[src/rtl/fetch_pkg.sv]
// fetch_pkg: shared types and constants for the instruction-fetch stage.
//   XLEN             - architectural word width
//   fetch_entry_t    - one prefetch-queue entry: {pc, instr}
//   DEFAULT_RESET_PC - fetch address used after reset unless overridden
package fetch_pkg;

  localparam int XLEN = 32;

  typedef struct packed {
    logic [XLEN-1:0] pc;
    logic [XLEN-1:0] instr;
  } fetch_entry_t;

  localparam logic [XLEN-1:0] DEFAULT_RESET_PC = 32'h0000_0000;

endpackage

[src/rtl/fetch_fifo.sv]
// fetch_fifo: small synchronous FIFO of fetch_entry_t.
//   clk, reset_n  - clock, asynchronous active-low reset
//   push, wdata   - enqueue request and entry (ignored when full without pop)
//   pop           - dequeue the head (ignored when empty)
//   flush         - discard all entries; wins over push
//   rdata         - head entry, read from registered storage
//   count         - number of valid entries (0..DEPTH)
//   full, empty   - status flags derived from count
module fetch_fifo
  import fetch_pkg::*;
#(
  parameter int DEPTH = 2
) (
  input  logic                   clk,
  input  logic                   reset_n,
  input  logic                   push,
  input  logic                   pop,
  input  logic                   flush,
  input  fetch_entry_t           wdata,
  output fetch_entry_t           rdata,
  output logic [$clog2(DEPTH):0] count,
  output logic                   full,
  output logic                   empty
);

  localparam int AW = $clog2(DEPTH);
  localparam int CW = $clog2(DEPTH) + 1;

  fetch_entry_t  mem_reg [DEPTH];
  logic [AW-1:0] wr_ptr_reg;
  logic [AW-1:0] rd_ptr_reg;
  logic [CW-1:0] count_reg;
  logic [CW-1:0] count_next;
  logic          do_push;
  logic          do_pop;

  assign full  = (count_reg == CW'(DEPTH));
  assign empty = (count_reg == '0);
  assign count = count_reg;

  // A push into a full queue is legal when the head leaves in the same cycle:
  // the tail slot being written is the one the head pointer is vacating.
  assign do_pop  = pop & !empty;
  assign do_push = push & !flush & (!full | do_pop);

  always_comb begin
    count_next = count_reg;
    if (flush) begin
      count_next = '0;
    end else if (do_push && !do_pop) begin
      count_next = count_reg + CW'(1);
    end else if (!do_push && do_pop) begin
      count_next = count_reg - CW'(1);
    end
  end

  always_ff @(posedge clk or negedge reset_n) begin
    if (!reset_n) begin
      wr_ptr_reg <= '0;
      rd_ptr_reg <= '0;
      count_reg  <= '0;
    end else begin
      count_reg <= count_next;
      if (flush) begin
        wr_ptr_reg <= '0;
        rd_ptr_reg <= '0;
      end else begin
        if (do_push) wr_ptr_reg <= wr_ptr_reg + AW'(1);
        if (do_pop)  rd_ptr_reg <= rd_ptr_reg + AW'(1);
      end
    end
  end

  // Storage is reset so that the stale head seen while empty is never X.
  always_ff @(posedge clk or negedge reset_n) begin
    if (!reset_n) begin
      for (int i = 0; i < DEPTH; i++) mem_reg[i] <= '0;
    end else if (do_push) begin
      mem_reg[wr_ptr_reg] <= wdata;
    end
  end

  assign rdata = mem_reg[rd_ptr_reg];

endmodule

[src/rtl/fetch_queue.sv]
// fetch_queue: instruction-fetch stage with a prefetch FIFO.
//   clk, reset_n         - clock, asynchronous active-low reset
//   imem_addr            - word-aligned fetch address (registered fetch PC)
//   imem_rd              - instruction word returned combinationally by imem
//   redirect_valid/_pc   - flush the queue and restart fetch at redirect_pc
//   inst_valid/_ready    - handshake towards decode
//   inst_out, inst_pc    - head instruction and its PC
//   inst_pcplus4         - inst_pc + 4 (wrapping)
//   misalign_err         - sticky: a redirect target had non-zero [1:0]
module fetch_queue
  import fetch_pkg::*;
#(
  parameter logic [XLEN-1:0] RESET_PC = DEFAULT_RESET_PC,
  parameter int              DEPTH    = 2
) (
  input  logic            clk,
  input  logic            reset_n,
  output logic [XLEN-1:0] imem_addr,
  input  logic [XLEN-1:0] imem_rd,
  input  logic            redirect_valid,
  input  logic [XLEN-1:0] redirect_pc,
  output logic            inst_valid,
  input  logic            inst_ready,
  output logic [XLEN-1:0] inst_out,
  output logic [XLEN-1:0] inst_pc,
  output logic [XLEN-1:0] inst_pcplus4,
  output logic            misalign_err
);

  logic [XLEN-1:0]        fpc_reg;
  logic [XLEN-1:0]        fpc_next;
  logic                   misalign_reg;
  logic                   push;
  logic                   pop;
  logic                   full;
  logic                   empty;
  logic [$clog2(DEPTH):0] count;
  logic                   count_unused;
  fetch_entry_t           wr_entry;
  fetch_entry_t           head;

  // Occupancy is fully captured by full/empty at this level.
  assign count_unused = ^count;

  assign pop  = inst_valid & inst_ready;
  // Nothing is fetched in a redirect cycle: imem_addr still shows the old path.
  assign push = !redirect_valid & (!full | pop);

  assign wr_entry.pc    = fpc_reg;
  assign wr_entry.instr = imem_rd;

  fetch_fifo #(
    .DEPTH (DEPTH)
  ) u_fifo (
    .clk     (clk),
    .reset_n (reset_n),
    .push    (push),
    .pop     (pop),
    .flush   (redirect_valid),
    .wdata   (wr_entry),
    .rdata   (head),
    .count   (count),
    .full    (full),
    .empty   (empty)
  );

  always_comb begin
    fpc_next = fpc_reg;
    if (redirect_valid) begin
      fpc_next = {redirect_pc[XLEN-1:2], 2'b00};
    end else if (push) begin
      fpc_next = fpc_reg + 32'd4;
    end
  end

  always_ff @(posedge clk or negedge reset_n) begin
    if (!reset_n) begin
      fpc_reg      <= RESET_PC;
      misalign_reg <= 1'b0;
    end else begin
      fpc_reg <= fpc_next;
      if (redirect_valid && (redirect_pc[1:0] != 2'b00)) misalign_reg <= 1'b1;
    end
  end

  assign imem_addr    = fpc_reg;
  assign misalign_err = misalign_reg;
  assign inst_valid   = !empty;
  assign inst_out     = head.instr;
  assign inst_pc      = head.pc;
  assign inst_pcplus4 = head.pc + 32'd4;

endmodule

[config.mk]
export PLATFORM = sky130hd
export DESIGN_NAME = fetch_queue
export DESIGN_NICKNAME = d
export VERILOG_FILES = /design/src/rtl/fetch_pkg.sv /design/src/rtl/fetch_fifo.sv /design/src/rtl/fetch_queue.sv
export SDC_FILE = /design/constraint.sdc
export NUM_CORES = 1
export LEC_CHECK = 0
export BUFFER_PORTS_ARGS = -buffer_cell sky130_fd_sc_hd__buf_2
export CAP_MARGIN = 20
export CORE_ASPECT_RATIO = 0.75
export CORE_MARGIN = 2
export CORE_UTILIZATION = 55
export CTS_BUF_LIST = sky130_fd_sc_hd__clkbuf_8
export CTS_CLUSTER_DIAMETER = 120
export DETAILED_ROUTE_END_ITERATION = 8
export PLACE_DENSITY = 0.82
export SYNTH_ARGS = -nofsm -noshare
export SYNTH_HDL_FRONTEND = slang
export SYNTH_SLANG_ARGS = --single-unit
[constraint.sdc]
create_clock -name clk -period 5.9 [get_ports clk]
set_input_delay 0 -clock clk [delete_from_list [all_inputs] [get_ports clk]]
set_output_delay 0 -clock clk [all_outputs]
set_load 0.005 [all_outputs]
; ---- Word level (Yosys, flattened, before mapping)
; Cells that the tools add are included.
[totals]
regBits = 165
in_bits = 68
output_inout_bits = 130
elab_cells = 58
[op_classes]
n_addsub = 6
order_cmp = 3
eq_ne = 1
n_mux = 15
bitwise = 9
n_reduce_logical = 15
[op_table]
columns = operator, n
row1 = 64-bit two-way mux, 4
row2 = 128-bit bitwise mux, 1
row3 = "32-bit by 3-bit adder with 32-bit output, second input constant", 2
row4 = 64-bit demux with 1-bit select, 1
row5 = 32-bit two-way mux, 2
row6 = 2-bit nonzero test, 4
row7 = 2-bit two-way mux, 3
row8 = 1-bit bitwise AND, 5
row9 = 1-bit logical NOT, 5
row10 = "2-bit greater-or-equal comparator, second input constant", 2
row11 = 1-bit logical AND, 4
row12 = 1-bit two-way mux, 4
row13 = 1-bit inverter with 2-bit output, 2
row14 = 3-bit nonzero test, 1
row15 = "1-bit adder, second input constant", 2
row16 = "2-bit by 1-bit adder with 2-bit output, second input constant", 1
row17 = "2-bit equality test, second input constant", 1
row18 = 2-bit logical NOT, 1
row19 = "2-bit by 1-bit < comparator with 1-bit output, second input constant", 1
row20 = 1-bit OR, 2
row21 = "2-bit by 1-bit subtractor with 2-bit output, second input constant", 1

; ---- Longest topological paths before layout
; Gate-level depths: netlist (run 1).
[depth]
ltp_word = 12
ltp_mapped = 12
mapped_depth_nobuf = 7

; ---- Hierarchy
; Synthesis (run 1) repeated with hierarchy kept, for this count alone.
[hier_totals]
cells_unflattened = 672
area_unflattened_um2 = 8440.6
[by_module_without_submodules]
columns = mod, instances, cells_per_inst, area_per_inst_um2, seq_area_each_um2
row1 = fetch_fifo, 1, 367, 5931.9, 3303.2
row2 = fetch_queue, 1, 305, 2508.7, 775.7

; ---- Least setup slack after synthesis (run 1)
; No wires, ideal clock.
[synth_timing]
path_type = reg2out
from = register u_fifo.rd_ptr_reg
to = output port inst_pcplus4[30]
arrival_time_ps = 2652
t_required_ps = 5900
setup_slack_ps = 3248
path_stages_with_launch = 13
path_buffers = 5
path_cell_list = dfrtp_1 > buf_6 > buf_6 > buf_4 > clkbuf_1 > buf_2 > mux2i_1 > inv_1 > ha_1 > nor2b_1 > nand3_2 > nor4_4 > xor2_1
[synth_between]
elab_chain_len = 5
[synth_lines]
columns = element, line
row1 = start: declaration, fetch_fifo.sv:31  ; logic [AW-1:0] rd_ptr_reg;
row2 = start signal: assignment, fetch_fifo.sv:69  ; if (do_pop) rd_ptr_reg <= rd_ptr_reg + AW'(1);
row3 = 1-bit inverter with 2-bit output (implied by the code), fetch_fifo.sv:83  ; assign rdata = mem_reg[rd_ptr_reg];
row4 = 64-bit two-way mux (implied by the code) (3 in a row), fetch_fifo.sv:83
row5 = via inst_pc[2], fetch_queue.sv:25  ; output logic [XLEN-1:0] inst_pc,
row6 = 32-bit by 3-bit adder with 32-bit output, fetch_queue.sv:91  ; assign inst_pcplus4 = head.pc + 32'd4;
row7 = end: declaration, fetch_queue.sv:26  ; output logic [XLEN-1:0] inst_pcplus4,
; The timed path passes the listed nets, and every way through them passes these cells. The select of a mux whose other input is x is not followed.

; ---- Worst setup path in the final report (run 1)
[layout_timing]
from = register u_fifo.rd_ptr_reg
to = output port inst_pcplus4[26]
[layout_between]
elab_chain_len = 5
[layout_lines]
columns = element, line
row1 = 1-bit inverter with 2-bit output (implied by the code), fetch_fifo.sv:83
row2 = 64-bit two-way mux (implied by the code) (3 in a row), fetch_fifo.sv:83
row3 = 32-bit by 3-bit adder with 32-bit output, fetch_queue.sv:91
; No other way between the ends. The select of a mux whose other input is x is not followed.

==> impl_metrics.csv, run 1 <==
group,metric,value,unit
run_status,status,"finished, final reports clean",
synthesis,syn-cell-area,8050,µm²
worst_setup_path,reg2reg_slack,3.68,ns
placement,routabilityCongestion,0.795,
synthesis,syn_area_per_cell,12.2,µm²
worst_setup_path,r2r_end,"u_fifo.mem_reg[56]$_DFFE_PN0P_",
power,clockPowerShare,24.7,%
detailed_routing,drc_errors,0,
synthesis,synth-simple-area-share,11.3,%
clock_network,cts_buffer_depth,2,
placement,dp_hpwl,12.4,mm
placement,io_buffers,191,
clock_network,clkLatencyLatePin,0.44,ns
clock_network,cts_tree,"yes",
synthesis,ys_top_cells_by_count,"176 x mux2_2, 159 x dfrtp_1, 58 x nand2_1",
power,seqPwrFrac,46.4,%
worst_setup_path,timing.critical_path.from,"u_fifo.rd_ptr_reg$_DFFE_PN0P_",
power,p_sw_share,32.7,%
global_route,grt_use_total,25.6,%
timing,setup_viol,0,
synthesis,synth_compound_area_share,3.31,%
timing,slew_viol_final,0,
synthesis,synth_area_leader_cell,"dfrtp_1",
clock_network,cts-buffers-inserted,17,
synthesis,postSynthCellCount,661,
floorplan,dieWidth,144,µm
synthesis,yosysSeqAreaShare,49.4,%
detailed_routing,dr.first_iter.drc_count,265,
timing,finClkSkew,0.0215,ns
synthesis,synth_top_family_by_area,"multiplexers",
synthesis,synth_top_flop_cell,"dfrtp_1",
timing,period_needed,3.54,ns
floorplan,rows,38,
cells_and_area,area_delta_synth_final,26.5,%
detailed_routing,wl_per_cell,17.3,µm
timing,worst_pin_slew,1.11,ns
cells_and_area,largest_reg_flops,124,
detailed_routing,vias,6080,
global_route,grt_max_degree,102,
hold_path,worstHoldStart,"redirect_valid",
worst_setup_path,worstSetupEndpointType,"primary output",
cells_and_area,fillers,1025,
synthesis,synth_top_area_share,49.4,%
clock_network,clkTransAtPathRegs,0.10,ns
worst_setup_path,crit_required,5.90,ns
job,drv_cap,0,
hold_path,holdPathStages,3,
clock_network,cts.repair.resized,0,
hold_path,hold_end,"u_fifo.wr_ptr_reg$_DFFE_PN0P_",
timing,fmax,283,MHz
global_route,grt_pass1_wl,31.3,mm
clock_network,cts_max_level,4,
timing,max_slew_margin,26.3,%
power,power_per_cell_area,326,nW/µm²
floorplan,start_util,55.9,%
global_route,gr-total-overflow,0,
worst_setup_path,crit_type,"reg -> out",
power,p_switching,1090,µW
synthesis,synth-xor-area-share,6.31,%
synthesis,ys_seq_elements,159,
synthesis,synthAdderAreaFrac,0.311,%
worst_setup_path,worstPathMaxFanout,88,
synthesis,ys_warn_count,0,
worst_setup_path,r2r-start,"u_fifo.count[0]$_DFFE_PN0P_",
detailed_routing,wirelength,19.4,mm
clock_network,root_buffer,"clkbuf_8",
synthesis,synth_area_leaders,"dfrtp_1 49%, mux2_2 25%, xor2_1 3.8%, nand2_1 2.7%, xnor2_1 2.5%",
global_route,grt_pass1_vias,6140,
timing,finalHoldViolations,0,
floorplan,dieArea,15600,µm²
timing,post-route-period-util,59.9,%
hold_path,holdCritPathClass,"in -> reg",
synthesis,synth_edf_count,0,
synthesis,yosys.cell_types.count,47,
power,internal-power,2240,µW
worst_setup_path,ff2ff_path_depth,4,
cells_and_area,antenna_cells,0,
worst_setup_path,cp-start-kind,"flop",
power,share_comb_of_total_power,28.8,%
synthesis,muxShareOfSynthArea,25.9,%
synthesis,yosysMostFrequentCell,"mux2_2",
floorplan,core,14400,µm²
synthesis,async_reset_ff_share,100,%
worst_setup_path,worstPathArrival,3.54,ns
floorplan,die_h,109,µm
power,ir_worst_vdd,0.000183,V
floorplan,pin_count,198,
detailed_routing,vias_per_cell,5.43,
cells_and_area,drive_above_1_share,46.5,%
detailed_routing,antenna_left,0,
power,leakage,0.00457,µW
timing,tns,0,ns
detailed_routing,dr.pass1.iters,8,
cells_and_area,nets,977,
cells_and_area,postLayoutCoreUtil,70.7,%
timing,rsz0062_at_grt,"no",
clock_network,clkSinkCount,159,
global_route,antenna_found_initial,0,
==> metal layers <==
layer | vias up | GRT usage [%] | part of all wire [%]
li1 | 2825 | - | -
met1 | 3014 | 35.0 | 44
met2 | 221 | 40.9 | 48
met3 | 20 | 6.90 | 7.0
met4 | 0 | 7.21 | 1.0
met5 | - | 0 | 0
==> cells in the final DEF (no fill, tap or decap), types with 3 or more instances in the layout <==
cell type        n
a21oi_1          3
a31oi_1          3
and2_1           3
and3_1           8
and4_1           4
buf_2          190
buf_4            8
clkbuf_8        17
conb_1           6
dfrtp_1        158
dlygate4sd3_1   66
inv_1           10
inv_6            3
inv_8            6
mux2_2         176
mux2i_1         10
nand2_1         58
nand2b_1         3
nand3_1         14
nand4_1         23
nand4b_1         3
nor2_1          12
nor2b_1          3
nor3_1           5
nor4_2           4
nor4b_2          4
o21ai_0         29
o21ai_1          5
xnor2_1         23
xor2_1          35
==> worst max path at each step <==
stage | cells past startpoint | slack (ns) | endpoint
after floorplan | 12 | 3.25 | inst_pcplus4[30]
after global placement | 7 | 2.93 | inst_pcplus4[30]
after detailed placement | 8 | 2.91 | inst_pcplus4[30]
after CTS | 8 | 2.38 | inst_pcplus4[30]
after global routing | 8 | 2.10 | inst_pcplus4[30]
final | 8 | 2.36 | inst_pcplus4[26]
==> kinds of logic after synthesis <==
| logic type | after synthesis |
|---|---|
| AO/OA/AOI/OAI | 45 |
| buffers and inverters | 53 |
| other | 1 |
| adder cells (fa/ha/maj) | 2 |
| multiplexers | 186 |
| flip-flops | 159 |
| AND/OR/NAND/NOR | 157 |
| XOR/XNOR | 58 |
==> power groups by stage <==
stage               Sequential, µW  Combinational [µW]  Clock, µW
floorplan                     1470                 612          0
global placement              1550                 898          0
detailed placement            1560                 921          0
CTS                           1540                 960        842
global route                  1580                1050        890
finish                        1540                 959        823
==> final cells by class <==
type                       count  area [µm²]  area share, %
sequential                   159        3980           39.1
multi-input combinational    454        3830           37.6
timing repair buffer         265        1680           16.5
tap                          200         250           2.46
clock buffer                  17         234           2.30
inverter                      10        37.5          0.368
clock inverter                15         169           1.66
==> through the flow <==
step           power, µW  worst slack [ns]  cell area (µm²)  hold slack (ns)  std cells
5_1_grt             3520              2.10            10200            0.204       1120
2_1_floorplan       2090              3.25             8070           -0.296        666
3_3_place_gp        2450              2.93             9130            0.171       1022
6_report            3320              2.36            10200            0.202       1120
4_1_cts             3340              2.38            10200            0.175       1120
3_5_place_dp        2480              2.91             9130            0.171       1022
==> worst max-delay path: stages (launching register included) <==
cell     delay, ns
dfrtp_4       1.15
mux2i_1       0.21
inv_1         0.12
ha_1          0.16
nor2b_1       0.47
nand3_2       0.30
nor4b_2       0.31
xnor2_1       0.17
buf_2         0.14
==> timing repair <==
action / CTS / global route
hold buffers: 66 / 0
endpoints found under the hold margin: 198 / 0
buffers inserted: 0 / 0
Power figures use the tool's default switching activity.
==> inputs of run 2 (changes only) <==
==> constraint.sdc (replaced) <==
create_clock -name clk -period 3.55 [get_ports clk]
set_input_delay 0 -clock clk [delete_from_list [all_inputs] [get_ports clk]]
set_output_delay 0 -clock clk [all_outputs]
set_load 0.005 [all_outputs]
==> impl_metrics.csv, run 2 (synthesized netlist as in run 1, its figures left out) <==
group,metric,value,unit
run_status,status,"finished, final reports clean",
detailed_routing,dr.pass1.iters,5,
power,leakage,0.00456,µW
timing,finalHoldViolations,0,
timing,rsz0062_at_grt,"no",
global_route,grt_pass1_wl,31.2,mm
clock_network,cts_tree,"yes",
clock_network,post_cts_buffers,0,
worst_setup_path,crit_end,"inst_pcplus4[31]",
timing,finClkSkew,0.0126,ns
cells_and_area,nets,979,
worst_setup_path,cp-start-kind,"flop",
worst_setup_path,slowest_delay,0.85,ns
cells_and_area,antenna_cells,0,
power,power_per_cell_area,533,nW/µm²
floorplan,pin_count,198,
detailed_routing,wirelength,19.7,mm
global_route,grt_use_total,25.8,%
cells_and_area,final_cell_mix,"190 x buf_2, 176 x mux2_2, 158 x dfrtp_1",
global_route,gr-total-overflow,0,
global_route,antenna_found_initial,0,
cells_and_area,final_common_cell,"buf_2",
placement,routabilityCongestion,0.840,
detailed_routing,drc_errors,0,
worst_setup_path,path_depth,6,
floorplan,dieArea,15600,µm²
worst_setup_path,worstPathArrival,3.03,ns
timing,max_slew_margin,38.2,%
power,ir_worst_vdd,0.000383,V
cells_and_area,fin_area,10200,µm²
clock_network,clkTransAtPathRegs,0.09,ns
timing,tns,0,ns
clock_network,cts_max_level,4,
timing,period_needed,3.03,ns
placement,dpl_cell_area,9150,µm²
cells_and_area,drive_above_1_share,46.5,%
floorplan,dieWidth,144,µm
detailed_routing,vias,6052,
worst_setup_path,critPathSlowestCell,"dfrtp_4",
timing,fmax,330,MHz
cells_and_area,fillers,1046,
cells_and_area,largest_reg_flops,124,
worst_setup_path,r2r-start,"u_fifo.count[0]$_DFFE_PN0P_",
hold_path,holdCritPathClass,"in -> reg",
worst_setup_path,crit_required,3.55,ns
hold_path,holdPathStages,2,
worst_setup_path,ff2ff_path_depth,4,
detailed_routing,vias_per_cell,5.39,
clock_network,root_buffer,"clkbuf_8",
worst_setup_path,reg2reg_slack,1.40,ns
worst_setup_path,worstSetupEndpointType,"primary output",
timing,worst_pin_slew,0.925,ns
timing,setup_viol,0,
worst_setup_path,crit_type,"reg -> out",
floorplan,core,14400,µm²
detailed_routing,dr.first_iter.drc_count,337,
worst_setup_path,cp_num_buf_inv,1,
worst_setup_path,worstPathMaxFanout,56,
global_route,grt_max_degree,95,
detailed_routing,antenna_left,0,
floorplan,start_util,55.9,%
clock_network,cts_buffer_depth,2,
global_route,grt_pass1_vias,6027,
placement,dp_hpwl,12.8,mm
job,drv_cap,0,
worst_setup_path,cp_cell_sequence,"mux2i_1 > a211oi_2 > nand2_2 > nor4_2 > xor2_1 > buf_2",
clock_network,clkLatencyLatePin,0.44,ns
worst_setup_path,timing.critical_path.from,"u_fifo.rd_ptr_reg$_DFFE_PN0P_",
placement,io_buffers,191,
detailed_routing,wl_per_cell,17.5,µm
timing,slew_viol_final,0,
clock_network,cts-buffers-inserted,17,
floorplan,die_h,109,µm
worst_setup_path,critical-path-top-delay-family,"flip-flops",
clock_network,clkSinkCount,159,
floorplan,rows,38,
timing,post-route-period-util,85.2,%
power,power.total,5430,µW
worst_setup_path,r2r_end,"u_fifo.mem_reg[124]$_DFFE_PN0P_",
cells_and_area,area_delta_synth_final,26.5,%
[run 2: timing repair]
action / CTS / global route
hold endpoints to repair: 191 / 0
resized for setup: 0 / 0
hold buffers: 66 / 0
[run 2: power by group]
| part | leakage, µW | internal (µW) | switching (µW) |
|---|---|---|---|
| combinational | 0.00248 | 917 | 705 |
| sequential | 0.00190 | 2210 | 341 |
| clock | 0.000177 | 536 | 721 |
[run 2: worst reg2reg max path, stage by stage (launching register included)]
cell	delay (ns)
dfrtp_1	0.42
nor3b_1	0.78
nor3_2	0.09
buf_4	0.34
mux2_2	0.41
[run 2: area by class of cell]
cell class	count	area, µm²	share of cell area, %
Sequential cell	159	3980	39.1
Clock inverter	13	108	1.06
Tap cell	200	250	2.46
Inverter	10	37.5	0.369
Clock buffer	19	262	2.57
Multi-Input combinational cell	454	3830	37.6
Timing Repair Buffer	267	1710	16.8
[run 2: routing by layer]
metal / share of wire [%] / wire length (µm) / vias up / GRT usage [%]
li1: - / - / 2818 / -
met1: 44 / 8660 / 3000 / 34.1
met2: 48 / 9450 / 214 / 42.6
met3: 6.9 / 1350 / 20 / 6.24
met4: 1.2 / 229 / 0 / 7.91
met5: 0 / 0 / - / 0
[run 2: worst min-delay path by stage]
stage                    from                             end
4_1_cts        redirect_valid     u_fifo.count[1]$_DFFE_PN0P_
6_report       redirect_valid     u_fifo.count[1]$_DFFE_PN0P_
3_3_place_gp          reset_n  u_fifo.mem_reg[39]$_DFFE_PN0P_
5_1_grt        redirect_valid     u_fifo.count[1]$_DFFE_PN0P_
2_1_floorplan         reset_n       imem_addr[10]$_DFFE_PN0N_
3_5_place_dp          reset_n  u_fifo.mem_reg[39]$_DFFE_PN0P_
[run 2: stage by stage]
step                      util, %  hold slack [ns]  worst slack [ns]  instances
final                        70.7           0.0791             0.524       1122
after global placement       63.5            0.148              1.08       1024
after floorplan                 -           -0.296             0.898        666
after detailed placement     63.5            0.152              1.02       1024
after CTS                    70.7           0.0661             0.526       1122
after global routing         70.7           0.0769             0.381       1122
